<file path="src/rtl/data_ram_arbiter.sv">
// Two-port arbiter in front of a single-ported data RAM: port 0 (CPU) and port 1 (loader/DMA) with round-robin and port-1 lock.
// Optional lock timeout enabled by defining ARB_LOCK_TIMEOUT_EN.
module data_ram_arbiter #(
  parameter int LOCK_MAX = 16
) (
  input  logic        clk,
  input  logic        rst,
  input  logic        m0_req_i,
  input  logic        m0_we_i,
  input  logic [31:0] m0_addr_i,
  input  logic [31:0] m0_data_i,
  input  logic        m1_req_i,
  input  logic        m1_we_i,
  input  logic [31:0] m1_addr_i,
  input  logic [31:0] m1_data_i,
  input  logic        m1_lock_i,
  output logic        m0_ack_o,
  output logic [31:0] m0_data_o,
  output logic        m1_ack_o,
  output logic [31:0] m1_data_o,
  output logic        ram_ce_o,
  output logic        ram_we_o,
  output logic [31:0] ram_addr_o,
  output logic [31:0] ram_data_o,
  input  logic [31:0] ram_data_i,
  output logic [1:0]  grant_o
);

  typedef enum logic [1:0] {IDLE, GNT0, GNT1} state_t;

  state_t state, state_nxt;
  logic   last_gnt;      // 1: port 1 was granted most recently
  logic   lock_expired;

  if (LOCK_MAX < 1) begin : g_bad_lock_max
    $error("LOCK_MAX must be at least 1");
  end

`ifdef ARB_LOCK_TIMEOUT_EN
  localparam int CW = $clog2(LOCK_MAX + 1);
  localparam logic [CW-1:0] CNT_LAST = CW'(LOCK_MAX - 1);

  // lock_cnt = GNT1 cycles already completed in this tenure; saturates once expired
  logic [CW-1:0] lock_cnt;

  assign lock_expired = (lock_cnt == CNT_LAST) && m0_req_i;

  always_ff @(posedge clk) begin
    if (!rst) begin
      lock_cnt <= '0;
    end else if (state == GNT1 && state_nxt == GNT1) begin
      if (lock_cnt != CNT_LAST) lock_cnt <= lock_cnt + 1'b1;
    end else begin
      lock_cnt <= '0;
    end
  end
`else
  assign lock_expired = 1'b0;
`endif

  always_comb begin
    state_nxt = IDLE;
    case (state)
      IDLE: begin
        if (m0_req_i && m1_req_i) state_nxt = last_gnt ? GNT0 : GNT1;
        else if (m0_req_i)        state_nxt = GNT0;
        else if (m1_req_i)        state_nxt = GNT1;
        else                      state_nxt = IDLE;
      end
      GNT0:    state_nxt = IDLE;
      GNT1:    state_nxt = (m1_req_i && m1_lock_i && !lock_expired) ? GNT1 : IDLE;
      default: state_nxt = IDLE;
    endcase
  end

  always_ff @(posedge clk) begin
    if (!rst) begin
      state    <= IDLE;
      grant_o  <= 2'b00;
      last_gnt <= 1'b1;
    end else begin
      state   <= state_nxt;
      grant_o <= {state_nxt == GNT1, state_nxt == GNT0};
      if (state_nxt == GNT0) last_gnt <= 1'b0;
      if (state_nxt == GNT1) last_gnt <= 1'b1;
    end
  end

  // Reset held low in a granted cycle suppresses the access so the RAM is not written.
  always_comb begin
    ram_ce_o   = 1'b0;
    ram_we_o   = 1'b0;
    ram_addr_o = '0;
    ram_data_o = '0;
    m0_ack_o   = 1'b0;
    m1_ack_o   = 1'b0;
    m0_data_o  = '0;
    m1_data_o  = '0;
    case (state)
      GNT0: begin
        ram_ce_o   = m0_req_i && rst;
        ram_we_o   = m0_we_i;
        ram_addr_o = m0_addr_i;
        ram_data_o = m0_data_i;
        m0_ack_o   = m0_req_i && rst;
        m0_data_o  = ram_data_i;
      end
      GNT1: begin
        ram_ce_o   = m1_req_i && rst;
        ram_we_o   = m1_we_i;
        ram_addr_o = m1_addr_i;
        ram_data_o = m1_data_i;
        m1_ack_o   = m1_req_i && rst;
        m1_data_o  = ram_data_i;
      end
      default: ;
    endcase
  end

endmodule

</file>
<file path="config.mk">
export PLATFORM = sky130hd
export DESIGN_NAME = data_ram_arbiter
export DESIGN_NICKNAME = d
export VERILOG_FILES = /design/src/rtl/data_ram_arbiter.sv
export SDC_FILE = /design/constraint.sdc
export NUM_CORES = 1
export LEC_CHECK = 0
export BUFFER_PORTS_ARGS = -buffer_cell sky130_fd_sc_hd__clkbuf_2
export CAP_MARGIN = 20
export CORE_AREA = 2 2 118 120
export DETAILED_ROUTE_END_ITERATION = 10
export DIE_AREA = 0 0 120 122
export GPL_ROUTABILITY_DRIVEN = 0
export HOLD_SLACK_MARGIN = 0.02
export MAX_ROUTING_LAYER = met4
export SETUP_SLACK_MARGIN = 0.3
export SLEW_MARGIN = 20
export SYNTH_ARGS = -nofsm -noshare
export SYNTH_HDL_FRONTEND = slang
export SYNTH_SLANG_ARGS = --single-unit
</file>
<file path="constraint.sdc">
create_clock -name clk -period 1.65 [get_ports clk]
set_clock_uncertainty 0.1 [all_clocks]
set_input_delay 0.0825 -clock clk [delete_from_list [all_inputs] [get_ports clk]]
set_output_delay 0.0825 -clock clk [all_outputs]
set_load 0.02 [all_outputs]
</file>
==> reports/qor.yml <==
maxCapViolations: 0
cts_buffers: 3
grt_usage: 0.140
seq_area_frac_synth: 0.0590
htreeDepth: 1
fin_crit_ns: 1.75
antenna_found_initial: 0
hold_path_startpoint: "rst"
clkTransAtPathRegs_ns: 0.03
clkLatencyLatePin_ns: 0.23
rsz0062_at_grt: "yes"
crit_path_top_delay_cell: "dfxtp_2"
drt_iter0_drc: 48
viasPerCell: 4.22
synthCells: 249
synth_cell_types: 19
setup_viol: 102
initial_core_util: 0.126
place_ws_ns: 0.108
fillerInstances: 1242
fin_area_um2: 5970
syn-mean-instance-area_um2: 6.81
power.leakage_uw: 0.00263
grt_pass1_vias: 3072
root_buffer: "clkbuf_16"
crit_required_ns: 1.47
diodes: 0
r2r_slack_ns: -0.01
tightest_slew_ns: 0.249
violations: "setup timing"
grt_max_degree: 42
syn_nets: 419
tns_ns: -4.25
status: "finished with violations"
ios: 301
drive_above_1_share: 0.930
start_kind: "flop"
multiInputGateArea_um2: 2260
r2r_cells: 8
rr_endpoint: "grant_o[0]"
fin_crit_sh: 1.06
fin_nets: 741
hold_viol: 0
clock_sinks: 5
max_freq_mhz: 570
first_pass_iters: 4
std_cell_rows: 43
syn_area_um2: 1700
grt_overflow: 0
synth-seq-cells: 5
powerDensity_nw_per_um2: 388
hp-class: "input pin to flop"
end_kind: "primary output"
dieArea_um2: 14600
vdd_ir_drop_max_mv: 0.356
crit_chain: "buf_6 -> ha_4 -> buf_12 -> buf_12 -> a22oi_2 -> nor2b_2 -> buf_6"
cts_tree: "done"
fp.dieW_um: 120
fin_util: 0.442
hpwl_um: 7050
yosys_warnings: 0
crit_fanout: 13
port_buffers: 300
via_count: 3162
critPathKind: "flop to primary output"
crit_path_end: "ram_addr_o[27]"
route.detailed.drc: 0
slowest_delay_ns: 0.32
startpoint: "state[1]"
wl_per_cell_um: 16.3
core_um2: 13500
finalWorstSetupSlack_ns: -0.103
drtAntennaViolNets: 0
clockBufferDepth: 2
drv_slew: 0
die_h_um: 122
rr_startpoint: "state[1]"
max_slew_margin: 0.834
arrival_ns: 1.57
wirelength_um: 12200
seq_area_um2: 105
grt_pass1_wl_um: 16000
syn2layout_area_growth_pct: 252
placed_cell_area_um2: 3930
-- routing by layer --
| metal | vias to the layer above | global-route usage | part of all wire |
|---|---|---|---|
| met1 | 1495 | 0.152 | 0.37 |
| li1 | 1514 | - | - |
| met2 | 147 | 0.276 | 0.57 |
| met5 | - | - | 0 |
| met3 | 6 | 0.0197 | 0.053 |
| met4 | 0 | 0.0140 | 0.0053 |
-- cells in the final DEF, fill, tap and decap left out, drive strengths merged --
| master | count |
|---|---|
| dfxtp | 5 |
| and2 | 65 |
| nand2 | 3 |
| and3 | 4 |
| nor3 | 1 |
| nand3 | 1 |
| a22oi | 65 |
| o21a | 1 |
| buf | 129 |
| a31oi | 1 |
| clkbuf | 220 |
| a21oi | 1 |
| nor2 | 1 |
| inv | 4 |
| ha | 3 |
| dlygate4sd3 | 1 |
| nor2b | 65 |
-- cell usage after synthesis --
cell | n | share of area
nand2_1 | 3 | 0.0066
nor2b_1 | 65 | 0.24
dfxtp_1 | 5 | 0.059
a21oi_1 | 1 | 0.0029
buf_6 | 3 | 0.020
and3_4 | 1 | 0.0066
ha_1 | 3 | 0.022
nand3_1 | 1 | 0.0029
clkbuf_1 | 8 | 0.018
clkbuf_2 | 5 | 0.015
and3_1 | 3 | 0.011
o21a_1 | 1 | 0.0044
a22oi_1 | 65 | 0.29
nor2_1 | 1 | 0.0022
nor3_1 | 1 | 0.0029
a31oi_4 | 1 | 0.013
inv_1 | 4 | 0.0088
buf_2 | 13 | 0.038
and2_1 | 65 | 0.24
-- registers in the layout, summed over array words and instances, names as in the netlist --
register	cells
grant_o	2
state	2
last_gnt	1
-- worst max-delay path: cells and delay by family (launching register included) --
kind / cells / cell delay [ns]
adder cells (fa/ha/maj): 1 / 0.18
AND/OR/NAND/NOR: 1 / 0.07
AO/OA/AOI/OAI: 1 / 0.23
buffers and inverters: 4 / 0.53
flip-flops: 1 / 0.32
-- power breakdown --
| group | switching, uW | internal (uW) | leakage (uW) | total (uW) |
|---|---|---|---|---|
| Sequential | 6.50 | 131 | 0.0000422 | 137 |
| Combinational | 764 | 1020 | 0.00255 | 1780 |
| Clock | 76.6 | 320 | 0.0000382 | 397 |
| Total | 848 | 1470 | 0.00263 | 2320 |
-- logic make-up (layout without fill, tap and decap cells) --
group | count (synthesis) | after routing | synth area share
buf+inv | 33 | 354 | 0.0996
compound gates | 68 | 68 | 0.308
simple gates | 140 | 140 | 0.512
fa+ha+maj | 3 | 3 | 0.0221
flops | 5 | 5 | 0.0590
-- layout make-up --
class                           count  area share
Timing Repair Buffer              346       0.550
Multi-Input combinational cell    211       0.379
Tap cell                          180      0.0377
Sequential cell                     5      0.0176
Clock buffer                        4      0.0132
Inverter                            4     0.00294
-- metrics by stage --
stage	hold slack (ns)	total power, uW	cells
after global routing	0.0847	2430	750
after CTS	0.0509	2100	736
after detailed placement	0.213	1270	709
final	0.0518	2320	750
after global placement	0.215	1270	709
after floorplan	0.0543	855	249
-- worst min-delay path by stage --
stage | end | slack (ns) | depth (start not counted)
global route | state[0] | 0.08 | 2
finish | state[0] | 0.05 | 2
CTS | state[0] | 0.05 | 2
global placement | last_gnt | 0.21 | 2
detailed placement | last_gnt | 0.21 | 2
floorplan | last_gnt | 0.05 | 1
-- repair_timing --
item	4_1_cts	5_1_grt
hold buffers	1	0
pin swaps	5	13
hold endpoints to repair	1	0
cloned	10	10
setup buffers	12	4
resized for setup	222	182
setup endpoints to repair	136	136
No activity file was read; power rests on OpenSTA's default activity.
